==> config.mk <==
export PLATFORM = sky130hd
export DESIGN_NAME = ahb_ctrl_sequencer
export DESIGN_NICKNAME = d
export VERILOG_FILES = /design/src/rtl/ahb_ctrl_seq_pkg.sv /design/src/rtl/ctrl_seq_fifo.sv /design/src/rtl/ahb_ctrl_sequencer.sv
export SDC_FILE = /design/constraint.sdc
export NUM_CORES = 1
export LEC_CHECK = 0
export ABC_AREA = 1
export CAP_MARGIN = 40
export CORE_AREA = 2 2 168 170
export DETAILED_ROUTE_END_ITERATION = 10
export DIE_AREA = 0 0 170 172
export SYNTH_ARGS = -nofsm -noshare
export SYNTH_HDL_FRONTEND = slang
export SYNTH_SLANG_ARGS = --single-unit
export TNS_END_PERCENT = 5
==> constraint.sdc <==
create_clock -name AHB_HCLK -period 2.65 [get_ports AHB_HCLK]
set_input_delay 0.53 -clock AHB_HCLK [delete_from_list [all_inputs] [get_ports AHB_HCLK]]
set_output_delay 0.53 -clock AHB_HCLK [all_outputs]
set_load 0.01 [all_outputs]
==> src/rtl/ahb_ctrl_seq_pkg.sv <==
// ahb_ctrl_seq_pkg
// Shared definitions for the AHB control-pattern sequencer:
//   - register offsets (decoded on HADDR[15:0])
//   - CTRL / STATUS bit positions
//   - pattern width (6) and hold-count width (16)
//   - FSM state encoding
//   - command entry layout and the hold-load helper
// Optional feature macro used by the top level: CTRL_SEQ_LOOP_EN.
package ahb_ctrl_seq_pkg;

    localparam int PAT_W  = 6;
    localparam int HOLD_W = 16;

    localparam logic [15:0] OFS_CMD    = 16'h0000;
    localparam logic [15:0] OFS_CTRL   = 16'h0004;
    localparam logic [15:0] OFS_STATUS = 16'h0008;
    localparam logic [15:0] OFS_IDLE   = 16'h000C;

    localparam int CTRL_EN_BIT    = 0;
    localparam int CTRL_FLUSH_BIT = 1;
    localparam int CTRL_IRQEN_BIT = 2;
    localparam int CTRL_LOOP_BIT  = 3;

    localparam int ST_BUSY_BIT  = 0;
    localparam int ST_EMPTY_BIT = 1;
    localparam int ST_FULL_BIT  = 2;
    localparam int ST_OVF_BIT   = 3;
    localparam int ST_DONE_BIT  = 4;
    localparam int ST_LVL_LSB   = 8;

    localparam logic [0:0] S_IDLE = 1'b0;
    localparam logic [0:0] S_HOLD = 1'b1;

    typedef struct packed {
        logic [HOLD_W-1:0] hold;
        logic [PAT_W-1:0]  pat;
    } cmd_t;

    localparam int CMD_W = $bits(cmd_t);

    // A hold of zero still shows its pattern for one cycle.
    function automatic logic [HOLD_W-1:0] hold_load(input logic [HOLD_W-1:0] h);
        return (h == '0) ? HOLD_W'(1) : h;
    endfunction

endpackage

==> src/rtl/ctrl_seq_fifo.sv <==
// ctrl_seq_fifo
// Synchronous command FIFO with push, pop and flush.
// Ports:
//   AHB_HCLK, AHB_HRESETn    clock, asynchronous active-low reset
//   push_i, wdata_i          write request and data (accepted when not full,
//                            or when a pop happens in the same cycle)
//   pop_i                    remove head entry (ignored when empty)
//   flush_i                  empty the FIFO; overrides push and pop
//   rdata_o                  head entry (valid when !empty_o)
//   full_o, empty_o, level_o occupancy flags and count
module ctrl_seq_fifo #(
    parameter int DEPTH = 8,
    parameter int WIDTH = 22,
    localparam int AW = $clog2(DEPTH),
    localparam int LW = AW + 1
) (
    input  logic             AHB_HCLK,
    input  logic             AHB_HRESETn,
    input  logic             push_i,
    input  logic             pop_i,
    input  logic             flush_i,
    input  logic [WIDTH-1:0] wdata_i,
    output logic [WIDTH-1:0] rdata_o,
    output logic             full_o,
    output logic             empty_o,
    output logic [LW-1:0]    level_o
);

    logic [WIDTH-1:0] mem_q [DEPTH];
    logic [AW-1:0]    wr_ptr_q;
    logic [AW-1:0]    rd_ptr_q;
    logic [LW-1:0]    level_q;
    logic             push_ok;
    logic             pop_ok;

    assign full_o  = (level_q == LW'(DEPTH));
    assign empty_o = (level_q == '0);
    assign level_o = level_q;
    assign rdata_o = mem_q[rd_ptr_q];

    // A pop in the same cycle frees the slot, so a full FIFO still accepts.
    assign push_ok = push_i & (~full_o | pop_i);
    assign pop_ok  = pop_i & ~empty_o;

    always_ff @(posedge AHB_HCLK or negedge AHB_HRESETn) begin
        if (!AHB_HRESETn) begin
            wr_ptr_q <= '0;
            rd_ptr_q <= '0;
            level_q  <= '0;
        end else if (flush_i) begin
            wr_ptr_q <= '0;
            rd_ptr_q <= '0;
            level_q  <= '0;
        end else begin
            if (push_ok) wr_ptr_q <= wr_ptr_q + AW'(1);
            if (pop_ok)  rd_ptr_q <= rd_ptr_q + AW'(1);
            level_q <= level_q + LW'(push_ok) - LW'(pop_ok);
        end
    end

    // Storage needs no reset: entries are only read once the level says so.
    always_ff @(posedge AHB_HCLK) begin
        if (push_ok && !flush_i) mem_q[wr_ptr_q] <= wdata_i;
    end

endmodule

==> src/rtl/ahb_ctrl_sequencer.sv <==
// ahb_ctrl_sequencer
// AHB-Lite slave that plays queued control patterns onto game-controller
// outputs. Each command is {hold[15:0], pattern[5:0]}; a pattern is shown for
// max(hold,1) cycles, commands chain with no gap, and the IDLE pattern is
// driven whenever nothing is playing.
// Ports:
//   AHB_HCLK, AHB_HRESETn   clock, asynchronous active-low reset
//   AHB_HSEL..AHB_HWDATA    AHB-Lite slave inputs (size/burst/prot/master/lock ignored)
//   AHB_HRDATA/HREADY/HRESP read data, always ready, always OKAY
//   ctrl_btn, ctrl_sw       pattern bits [1:0], [3:2]
//   ctrl_str, ctrl_img      pattern bits 4, 5
//   seq_busy                a command is being held
//   seq_irq                 irq_en & (done | overflow)
// Bus handshake: zero wait states; the address phase is registered every
// cycle and the following cycle is a valid data phase when the registered
// HSEL, HWRITE/!HWRITE and HTRANS[1] are all set.
// Optional: define CTRL_SEQ_LOOP_EN to recirculate popped commands (CTRL.loop).
module ahb_ctrl_sequencer
    import ahb_ctrl_seq_pkg::*;
#(
    parameter int FIFO_DEPTH = 8
) (
    input  logic        AHB_HCLK,
    input  logic        AHB_HRESETn,
    input  logic        AHB_HSEL,
    input  logic        AHB_HWRITE,
    input  logic [1:0]  AHB_HTRANS,
    input  logic [2:0]  AHB_HSIZE,
    input  logic [2:0]  AHB_HBURST,
    input  logic [3:0]  AHB_HPROT,
    input  logic [3:0]  AHB_HMASTER,
    input  logic        AHB_HMASTLOCK,
    input  logic [31:0] AHB_HADDR,
    input  logic [31:0] AHB_HWDATA,
    output logic [31:0] AHB_HRDATA,
    output logic        AHB_HREADY,
    output logic [1:0]  AHB_HRESP,
    output logic [1:0]  ctrl_btn,
    output logic [1:0]  ctrl_sw,
    output logic        ctrl_str,
    output logic        ctrl_img,
    output logic        seq_busy,
    output logic        seq_irq
);

    localparam int LW = $clog2(FIFO_DEPTH) + 1;

    // Address phase capture
    logic [15:0] addr_q;
    logic        write_q, sel_q, trans_q;

    always_ff @(posedge AHB_HCLK or negedge AHB_HRESETn) begin
        if (!AHB_HRESETn) begin
            addr_q  <= '0;
            write_q <= 1'b0;
            sel_q   <= 1'b0;
            trans_q <= 1'b0;
        end else begin
            addr_q  <= AHB_HADDR[15:0];
            write_q <= AHB_HWRITE;
            sel_q   <= AHB_HSEL;
            trans_q <= AHB_HTRANS[1];
        end
    end

    logic wr_valid, rd_valid;
    logic wr_cmd, wr_ctrl, wr_status, wr_idle, flush;

    assign wr_valid  = sel_q & trans_q & write_q;
    assign rd_valid  = sel_q & trans_q & ~write_q;
    assign wr_cmd    = wr_valid & (addr_q == OFS_CMD);
    assign wr_ctrl   = wr_valid & (addr_q == OFS_CTRL);
    assign wr_status = wr_valid & (addr_q == OFS_STATUS);
    assign wr_idle   = wr_valid & (addr_q == OFS_IDLE);
    assign flush     = wr_ctrl & AHB_HWDATA[CTRL_FLUSH_BIT];

    // Sequencer state
    logic [0:0]        state_q, state_d;
    logic [HOLD_W-1:0] cnt_q, cnt_d;
    logic [PAT_W-1:0]  out_q, out_d;
    logic [PAT_W-1:0]  idle_q;
    logic              enable_q, irq_en_q, done_q, ovf_q;
    logic              done_set;
    logic              loop_rd;

    // FIFO interface
    cmd_t          f_head, f_wdata, cmd_in;
    logic          f_push, f_full, f_empty;
    logic [LW-1:0] f_level;
    logic          pop_req, cmd_push, cmd_drop, recirc;

    assign cmd_in.hold = AHB_HWDATA[31:16];
    assign cmd_in.pat  = AHB_HWDATA[PAT_W-1:0];

    // Flush aborts everything, so it also suppresses the pop.
    assign pop_req = enable_q & ~f_empty & ~flush &
                     ((state_q == S_IDLE) | ((state_q == S_HOLD) & (cnt_q == HOLD_W'(1))));

    assign cmd_push = wr_cmd & ~flush;

`ifdef CTRL_SEQ_LOOP_EN
    logic loop_q;
    assign recirc  = pop_req & loop_q;
    assign loop_rd = loop_q;
`else
    assign recirc  = 1'b0;
    assign loop_rd = 1'b0;
`endif

    // The recirculated command owns the single write port; a bus push that
    // collides with it, or hits a full FIFO with no pop, is lost.
    assign cmd_drop = cmd_push & (recirc | (f_full & ~pop_req));
    assign f_push   = recirc | (cmd_push & ~cmd_drop);
    assign f_wdata  = recirc ? f_head : cmd_in;

    ctrl_seq_fifo #(
        .DEPTH (FIFO_DEPTH),
        .WIDTH (CMD_W)
    ) u_fifo (
        .AHB_HCLK    (AHB_HCLK),
        .AHB_HRESETn (AHB_HRESETn),
        .push_i      (f_push),
        .pop_i       (pop_req),
        .flush_i     (flush),
        .wdata_i     (f_wdata),
        .rdata_o     (f_head),
        .full_o      (f_full),
        .empty_o     (f_empty),
        .level_o     (f_level)
    );

    always_comb begin
        state_d  = state_q;
        cnt_d    = cnt_q;
        out_d    = out_q;
        done_set = 1'b0;
        if (flush) begin
            state_d = S_IDLE;
            cnt_d   = '0;
            out_d   = idle_q;
        end else if (pop_req) begin
            state_d = S_HOLD;
            cnt_d   = hold_load(f_head.hold);
            out_d   = f_head.pat;
        end else if (state_q == S_HOLD) begin
            if (cnt_q == HOLD_W'(1)) begin
                state_d  = S_IDLE;
                cnt_d    = '0;
                out_d    = idle_q;
                done_set = 1'b1;
            end else begin
                cnt_d = cnt_q - HOLD_W'(1);
            end
        end else begin
            // Idle output follows the IDLE register.
            out_d = idle_q;
        end
    end

    always_ff @(posedge AHB_HCLK or negedge AHB_HRESETn) begin
        if (!AHB_HRESETn) begin
            state_q  <= S_IDLE;
            cnt_q    <= '0;
            out_q    <= '0;
            idle_q   <= '0;
            enable_q <= 1'b0;
            irq_en_q <= 1'b0;
            done_q   <= 1'b0;
            ovf_q    <= 1'b0;
        end else begin
            state_q <= state_d;
            cnt_q   <= cnt_d;
            out_q   <= out_d;
            if (wr_idle) idle_q <= AHB_HWDATA[PAT_W-1:0];
            if (wr_ctrl) begin
                enable_q <= AHB_HWDATA[CTRL_EN_BIT];
                irq_en_q <= AHB_HWDATA[CTRL_IRQEN_BIT];
            end
            // A new event wins over a same-cycle W1C.
            done_q <= done_set | (done_q & ~(wr_status & AHB_HWDATA[ST_DONE_BIT]));
            ovf_q  <= cmd_drop | (ovf_q  & ~(wr_status & AHB_HWDATA[ST_OVF_BIT]));
        end
    end

`ifdef CTRL_SEQ_LOOP_EN
    always_ff @(posedge AHB_HCLK or negedge AHB_HRESETn) begin
        if (!AHB_HRESETn)  loop_q <= 1'b0;
        else if (wr_ctrl)  loop_q <= AHB_HWDATA[CTRL_LOOP_BIT];
    end
`endif

    // Read data
    always_comb begin
        AHB_HRDATA = '1;
        if (rd_valid) begin
            case (addr_q)
                OFS_CTRL: begin
                    AHB_HRDATA                 = '0;
                    AHB_HRDATA[CTRL_EN_BIT]    = enable_q;
                    AHB_HRDATA[CTRL_IRQEN_BIT] = irq_en_q;
                    AHB_HRDATA[CTRL_LOOP_BIT]  = loop_rd;
                end
                OFS_STATUS: begin
                    AHB_HRDATA                         = '0;
                    AHB_HRDATA[ST_BUSY_BIT]            = (state_q == S_HOLD);
                    AHB_HRDATA[ST_EMPTY_BIT]           = f_empty;
                    AHB_HRDATA[ST_FULL_BIT]            = f_full;
                    AHB_HRDATA[ST_OVF_BIT]             = ovf_q;
                    AHB_HRDATA[ST_DONE_BIT]            = done_q;
                    AHB_HRDATA[ST_LVL_LSB +: 4]        = 4'(f_level);
                end
                OFS_IDLE: begin
                    AHB_HRDATA              = '0;
                    AHB_HRDATA[PAT_W-1:0]   = idle_q;
                end
                default: AHB_HRDATA = '1;
            endcase
        end
    end

    assign AHB_HREADY = 1'b1;
    assign AHB_HRESP  = 2'b00;

    assign ctrl_btn = out_q[1:0];
    assign ctrl_sw  = out_q[3:2];
    assign ctrl_str = out_q[4];
    assign ctrl_img = out_q[5];
    assign seq_busy = (state_q == S_HOLD);
    assign seq_irq  = irq_en_q & (done_q | ovf_q);

    logic unused_inputs;
    assign unused_inputs = ^{AHB_HSIZE, AHB_HBURST, AHB_HPROT, AHB_HMASTER, AHB_HMASTLOCK,
                             AHB_HADDR[31:16], AHB_HTRANS[0], AHB_HWDATA[15:6]};

endmodule

=== Word level (Yosys, flattened, before mapping) ===
Memories as Yosys holds them, arrays and structs flattened.
Cells that the tools add are included.
W data, S select, Z words.

* Flip-flop bits (word level): 62
* Memory bits (writable): 176
* Input port bits: 85
* Logic and storage cells: 98
* Memories kept: 1

{| class="wikitable"
|+ Memories
! name !! depth !! width !! rd ports !! clocked after Yosys merged registers in !! write ports !! RTL line !! text
|-
| u_fifo.mem_q || 8 || 22 || 1 || 0 || 1 || ctrl_seq_fifo.sv:29 || <nowiki>logic [WIDTH-1:0] mem_q [DEPTH];</nowiki>
|}

* $add $sub $neg: 5
* Equal/unequal tests: 6
* Multiplexer cells: 26
* Bitwise logic cells: 37
* Reduce and logical (&&, ||, !) cells: 8

{| class="wikitable"
|+ Operator list
! cell !! number
|-
| $pmux W32 S3 || 1
|-
| $mux W16 || 5
|-
| $eq A16 B4 Y1 const B || 2
|-
| $logic_not A16 Y1 || 2
|-
| $mux W32 || 1
|-
| $mux W6 || 4
|-
| $and A1 B1 Y1 || 23
|-
| $eq A16 B1 Y1 const B || 1
|-
| $eq A16 B3 Y1 const B || 1
|-
| $sub A16 B1 Y16 const B || 1
|-
| $mux W3 || 4
|-
| $mux W1 || 10
|-
| $not A1 Y1 || 9
|-
| $add A3 B1 Y3 const B || 2
|-
| $or A1 B1 Y1 || 5
|-
| $add A4 B1 Y4 || 1
|-
| $eq A4 B4 Y1 const B || 1
|-
| $logic_not A4 Y1 || 1
|-
| $mux W4 || 1
|-
| $ne A4 B2 Y1 const B || 1
|-
| $reduce_bool A2 Y1 || 2
|-
| $sub A4 B1 Y4 || 1
|-
| $reduce_bool A3 Y1 || 1
|-
| $logic_and A1 B1 Y1 || 1
|-
| $logic_not A1 Y1 || 1
|}

=== Depth between registers and ports, before layout ===
* Depth after elaboration: 16
* Mapped depth: 16
* Mapped depth without buffers: 15

=== By module ===
A second synthesis with hierarchy kept.

* Cell total of the unflattened synthesis: 1,299
* Area, all modules: 11,539.8 µm²

{| class="wikitable"
|+ By module, submodules not included
! module !! times used !! cells each !! area each (µm²) !! seq. area each (µm²)
|-
| ctrl_seq_fifo || 1 || 854 || 8,351.8 || 5,535.3
|-
| ahb_ctrl_sequencer || 1 || 445 || 3,188.1 || 1,301.2
|}

=== Worst setup path before layout ===
Ideal clock, no wire load.

* Path kind: register to register
* From: register u_fifo.level_q[2] (netlist: u_fifo.level_o[2])
* To: memory u_fifo.mem_q[0][0] (enable)
* Library setup time: 0.401 ns
* Arrival time: 2.285 ns
* Required time: 2.249 ns
* Path slack: -0.035 ns
* Stages on the path, launching flop included: 8
* Buffers on the path: 0
* Clock period less this slack: 2.685 ns
* Path through: dfrtp_1 > inv_1 > ha_1 > a31oi_1 > nand3_4 > a21oi_4 > nand2_1 > nor2_1

* Cells in the longest elaborated chain, start to end: 14

{| class="wikitable"
|+ Ends and longest elaborated chain
! item !! RTL line !! text
|-
| start: declaration || ctrl_seq_fifo.sv:32 || <nowiki>logic [LW-1:0] level_q;</nowiki>
|-
| start signal: assignment || ctrl_seq_fifo.sv:57 || <nowiki>level_q <= level_q + LW'(push_ok) - LW'(pop_ok);</nowiki>
|-
| $logic_not A4 Y1 || ctrl_seq_fifo.sv:37 || <nowiki>assign empty_o = (level_q == '0);</nowiki>
|-
| $not A1 Y1 || ahb_ctrl_sequencer.sv:96 || <nowiki>assign pop_req = enable_q & ~f_empty & ~flush &</nowiki>
|-
| $and A1 B1 Y1 (3 in series) || ahb_ctrl_sequencer.sv:96 ||
|-
| $not A1 Y1 || ahb_ctrl_sequencer.sv:112 || <nowiki>assign cmd_drop = cmd_push & (recirc | (f_full & ~pop_req));</nowiki>
|-
| $and A1 B1 Y1 (2 in series) || ahb_ctrl_sequencer.sv:112 ||
|-
| $not A1 Y1 || ahb_ctrl_sequencer.sv:113 || <nowiki>assign f_push = recirc | (cmd_push & ~cmd_drop);</nowiki>
|-
| $and A1 B1 Y1 || ahb_ctrl_sequencer.sv:113 ||
|-
| $and A1 B1 Y1 * || ctrl_seq_fifo.sv:42 || <nowiki>assign push_ok = push_i & (~full_o | pop_i);</nowiki>
|-
| $logic_and A1 B1 Y1 * || ctrl_seq_fifo.sv:63 || <nowiki>if (push_ok && !flush_i) mem_q[wr_ptr_q] <= wdata_i;</nowiki>
|-
| $mux W1 * || ctrl_seq_fifo.sv:63 ||
|-
| $mux W1 (implied by the code) * || ctrl_seq_fifo.sv:63 ||
|-
| end: declaration || ctrl_seq_fifo.sv:29 ||
|}

Mark *: on every way between the ends. The rest lies on a longest branch, timed or not.

=== Final worst setup path ===
* From: register addr_q[8]
* To: output port AHB_HRDATA[2]

* Cells in the longest elaborated chain, start to end: 3

{| class="wikitable"
|+ Ends and longest elaborated chain
! item !! RTL line !! text
|-
| start: declaration || ahb_ctrl_sequencer.sv:49 || <nowiki>logic [15:0] addr_q;</nowiki>
|-
| start signal: assignment || ahb_ctrl_sequencer.sv:59 || <nowiki>addr_q <= AHB_HADDR[15:0];</nowiki>
|-
| $eq A16 B4 Y1 or $eq A16 B3 Y1 (tied branches) || ahb_ctrl_sequencer.sv:196 || <nowiki>case (addr_q)</nowiki>
|-
| $pmux W32 S3 * || ahb_ctrl_sequencer.sv:196 ||
|-
| $mux W32 * || ahb_ctrl_sequencer.sv:195 || <nowiki>if (rd_valid) begin</nowiki>
|-
| end: declaration || ahb_ctrl_sequencer.sv:35 || <nowiki>output logic [31:0] AHB_HRDATA,</nowiki>
|}

Marks and branches as above.

==> load_flow_metrics.sql <==
INSERT INTO impl_metrics (metric_group, metric, value, unit) VALUES
('outcome', 'outcome', 'finished, final reports clean', ''),
('global_route', 'antenna_found_initial', '0', ''),
('cts', 'clock_tree.root_cell', 'sky130_fd_sc_hd__clkbuf_16', ''),
('floorplanning', 'floorplan.die.width', '170', 'µm'),
('timing', 'max_clock_freq', '0.379', 'GHz'),
('power_and_ir_drop', 'power.switching', '1.54', 'mW'),
('critical_path', 'worstPathArrival', '2.11', 'ns'),
('worst_hold_path', 'holdCritPathClass', 'primary input to asynchronous set/reset pin', ''),
('timing', 'slew_margin_rel', '40.7', '%'),
('floorplanning', 'dieHeight', '172', 'µm'),
('final_layout', 'antenna-diode-count', '0', ''),
('floorplanning', 'initial_util', '39.4', '%'),
('critical_path', 'type_of_the_worst_setup_path', 'flop to output pin', ''),
('critical_path', 'setup.reg_to_reg.worst_slack', '0.17', 'ns'),
('logic_synthesis', 'netlist-cell-type-count', '43', ''),
('logic_synthesis', 'async_reset_ff_share', '26.1', '%'),
('critical_path', 'reg2regPathDepth', '14', ''),
('critical_path', 'rr_endpoint', 'u_fifo.level_o[2]$_DFF_PN0_', ''),
('place', 'globalplace.congestion', '0.814', ''),
('place', 'dpl-instance-area', '12100', 'µm²'),
('timing', 'max_slew.worst_pin.slew', '0.889', 'ns'),
('timing', 'setup_repair_after_global_routing_missed_its_margin', 'yes', ''),
('cts', 'clock_insertion_delay_worst_skew', '0.54', 'ns'),
('routing', 'mean_number_of_vias_per_cell', '4.85', ''),
('timing', 'drv_slew', '0', ''),
('power_and_ir_drop', 'clock_power_share', '45.6', '%'),
('final_layout', 'postLayoutCellArea', '13000', 'µm²'),
('timing', 'setup_viol', '0', ''),
('cts', 'clk_pin_slew', '0.06', 'ns'),
('final_layout', 'area_delta_synth_final', '19.7', '%'),
('critical_path', 'timing.critical_path.fanout_max', '3', ''),
('floorplanning', 'floorplan.die_area', '29200', 'µm²'),
('place', 'io_buffer_count', '82', ''),
('cts', 'cts.hold.buffers_added', '0', ''),
('power_and_ir_drop', 'power_density', '601', 'nW/µm²'),
('routing', 'route.antenna.remaining_nets', '0', ''),
('routing', 'via_count', '7298', ''),
('power_and_ir_drop', 'static_leakage_power', '5.33', 'nW'),
('logic_synthesis', 'top_flip_flop_cell_by_instance_count_after_synthesis', 'sky130_fd_sc_hd__edfxtp_1', ''),
('power_and_ir_drop', 'internal-power', '6.25', 'mW'),
('cts', 'cts.htree.levels', '1', ''),
('global_route', 'grt_pass1_vias', '6883', ''),
('power_and_ir_drop', 'share_seq_of_total_power', '52.0', '%'),
('logic_synthesis', 'synth-edff-count', '176', ''),
('run', 'max_cap_violations', '0', ''),
('logic_synthesis', 'yosysWarningCount', '0', ''),
('logic_synthesis', 'synth.ff_latch_count', '238', ''),
('global_route', 'global_route.overflow_total', '0', ''),
('critical_path', 'crit_path_capture_type', 'output pin', ''),
('floorplanning', 'std_cell_rows', '61', ''),
('floorplanning', 'floorplan.core_area', '27500', 'µm²'),
('timing', 'timing.final.crit_share', '99.5', '%'),
('routing', 'drc', '0', ''),
('cts', 'cts_inserted_buffers', '25', ''),
('final_layout', 'drive_gt1_share', '13.3', '%'),
('power_and_ir_drop', 'vdd_ir_drop_max', '514', 'µV'),
('logic_synthesis', 'syn-instance-count', '1056', ''),
('critical_path', 'critPathLaunchType', 'flop', ''),
('routing', 'post_drt_wl_per_cell', '16.2', 'µm'),
('place', 'dp_worst_setup_slack', '0.0356', 'ns'),
('final_layout', 'final-instance-count-excl-fill', '1506', ''),
('routing', 'router_iterations_before_antenna_repair', '4', ''),
('timing', 'hold_violations', '0', ''),
('place', 'detailed_place_hpwl', '14800', 'µm'),
('routing', 'first_iter_violations', '544', ''),
('timing', 'clock-skew-final', '0.0242', 'ns'),
('place', 'placed_cells_incl_taps', '1453', ''),
('logic_synthesis', 'yosysSeqAreaShare', '63.2', '%'),
('power_and_ir_drop', 'switching_share', '19.8', '%'),
('floorplanning', 'i_o_pin_count', '128', ''),
('global_route', 'grt_start_max_net_pins', '57', '');
cells by family after synthesis:
family	count (synthesis)	synth area share, %
other	2	0.0694
adders and majority gates	11	1.34
xor gates and xnor gates	16	1.29
and+or+nand+nor	475	18.1
muxes	4	0.416
DFF	238	63.2
buffers and inverters	190	8.31
AOI/OAI and AO/OA	120	7.33
sequential cells by signal, summed over array words and instances (netlist names), 3 cells and up:
| register | flops |
|---|---|
| addr_q | 16 |
| cnt_q | 16 |
| u_fifo.rd_ptr_q | 3 |
| u_fifo.mem_q | 176 |
| out_q | 6 |
| u_fifo.level_o | 4 |
| u_fifo.wr_ptr_q | 3 |
| idle_q | 6 |
what timing repair did:
item	in CTS	in global routing
gates resized for setup	70	20
setup buffers	5	2
pin swaps	4	9
endpoints found under the setup margin	32	32
final cells by class:
type,count,area [µm²],area share (%)
sequential,238,6840,52.8
multi-input combinational,629,3170,24.4
timing repair buffer,122,1200,9.27
clock buffer,26,629,4.86
inverter,125,472,3.64
tap,346,433,3.34
clock inverter,20,214,1.65
cells in the final DEF, fill, tap and decap left out, types with 12 or more instances in the layout:
| master | instances |
|---|---|
| sky130_fd_sc_hd__nor2_1 | 68 |
| sky130_fd_sc_hd__buf_4 | 25 |
| sky130_fd_sc_hd__dfrtp_1 | 61 |
| sky130_fd_sc_hd__nand3_1 | 56 |
| sky130_fd_sc_hd__inv_1 | 118 |
| sky130_fd_sc_hd__o21ai_0 | 56 |
| sky130_fd_sc_hd__dlygate4sd2_1 | 20 |
| sky130_fd_sc_hd__o221ai_1 | 12 |
| sky130_fd_sc_hd__nor2_2 | 17 |
| sky130_fd_sc_hd__edfxtp_1 | 176 |
| sky130_fd_sc_hd__buf_12 | 12 |
| sky130_fd_sc_hd__nand2_1 | 312 |
| sky130_fd_sc_hd__o21ai_1 | 16 |
| sky130_fd_sc_hd__clkdlybuf4s50_1 | 49 |
| sky130_fd_sc_hd__clkbuf_16 | 25 |
| sky130_fd_sc_hd__xor2_1 | 13 |
| sky130_fd_sc_hd__o211ai_2 | 13 |
critical path, cell delays in order, from the launching register on:
cell and delay, ns:
sky130_fd_sc_hd__dfrtp_1 0.37, sky130_fd_sc_hd__nor2_1 0.10, sky130_fd_sc_hd__nand2_1 0.09, sky130_fd_sc_hd__nor2_4 0.17, sky130_fd_sc_hd__nand4_1 0.17, sky130_fd_sc_hd__buf_4 0.19
sky130_fd_sc_hd__buf_4 0.14, sky130_fd_sc_hd__inv_2 0.05, sky130_fd_sc_hd__nand2_1 0.06, sky130_fd_sc_hd__o2111ai_2 0.09, sky130_fd_sc_hd__buf_2 0.16
worst max-delay path by stage:
stage                                         to  slack (ns)  depth (start not counted)
floorplan           u_fifo.mem_q[0][0]$_DFFE_PP_       -0.04                          7
global placement     u_fifo.level_o[2]$_DFF_PN0_        0.07                         10
detailed placement   u_fifo.level_o[2]$_DFF_PN0_        0.04                         10
CTS                                AHB_HRDATA[7]       -0.04                          9
global route                       AHB_HRDATA[2]       -0.11                         10
finish                             AHB_HRDATA[2]        0.01                         10
power by group through the flow:
stage,combinational [mW],sequential (mW),clock (mW)
3_5_place_dp,0.184,4.13,0
2_1_floorplan,0.0538,4.12,0
5_1_grt,0.208,4.05,3.77
6_report,0.186,4.05,3.55
3_3_place_gp,0.181,4.13,0
4_1_cts,0.186,4.05,3.63
synthesized netlist by cell type (3+ instances only):
| master | instances | area, µm² |
|---|---|---|
| sky130_fd_sc_hd__nor2_1 | 80 | 300 |
| sky130_fd_sc_hd__inv_2 | 4 | 15.0 |
| sky130_fd_sc_hd__buf_6 | 5 | 56.3 |
| sky130_fd_sc_hd__mux2_2 | 4 | 45.0 |
| sky130_fd_sc_hd__inv_1 | 120 | 450 |
| sky130_fd_sc_hd__o21ai_0 | 60 | 300 |
| sky130_fd_sc_hd__dfrtp_1 | 62 | 1550 |
| sky130_fd_sc_hd__clkbuf_1 | 9 | 33.8 |
| sky130_fd_sc_hd__buf_4 | 31 | 233 |
| sky130_fd_sc_hd__ha_1 | 10 | 125 |
| sky130_fd_sc_hd__a31oi_1 | 7 | 43.8 |
| sky130_fd_sc_hd__o211ai_1 | 4 | 30.0 |
| sky130_fd_sc_hd__a21oi_1 | 4 | 20.0 |
| sky130_fd_sc_hd__edfxtp_1 | 176 | 5290 |
| sky130_fd_sc_hd__xor2_1 | 13 | 114 |
| sky130_fd_sc_hd__buf_2 | 17 | 85.1 |
| sky130_fd_sc_hd__o221ai_1 | 12 | 105 |
| sky130_fd_sc_hd__xnor2_1 | 3 | 26.3 |
| sky130_fd_sc_hd__o21ai_1 | 13 | 65.1 |
| sky130_fd_sc_hd__nor3_1 | 3 | 15.0 |
| sky130_fd_sc_hd__o211ai_2 | 13 | 163 |
| sky130_fd_sc_hd__nand3_1 | 58 | 290 |
| sky130_fd_sc_hd__nand2_1 | 313 | 1170 |
| sky130_fd_sc_hd__nor2_2 | 7 | 43.8 |
| sky130_fd_sc_hd__nand4_1 | 5 | 31.3 |
metal layers:
| metal | vias to the layer above | routed length (µm) | part of all wire (%) | GRT usage, % |
|---|---|---|---|---|
| met5 | - | 0 | 0 | 0 |
| li1 | 3628 | - | - | - |
| met4 | 0 | 469 | 1.9 | 4.38 |
| met1 | 3487 | 11000 | 45 | 22.9 |
| met2 | 145 | 11800 | 49 | 29.1 |
| met3 | 38 | 1020 | 4.2 | 1.95 |
Note: power is estimated with default switching activity, not from simulation.
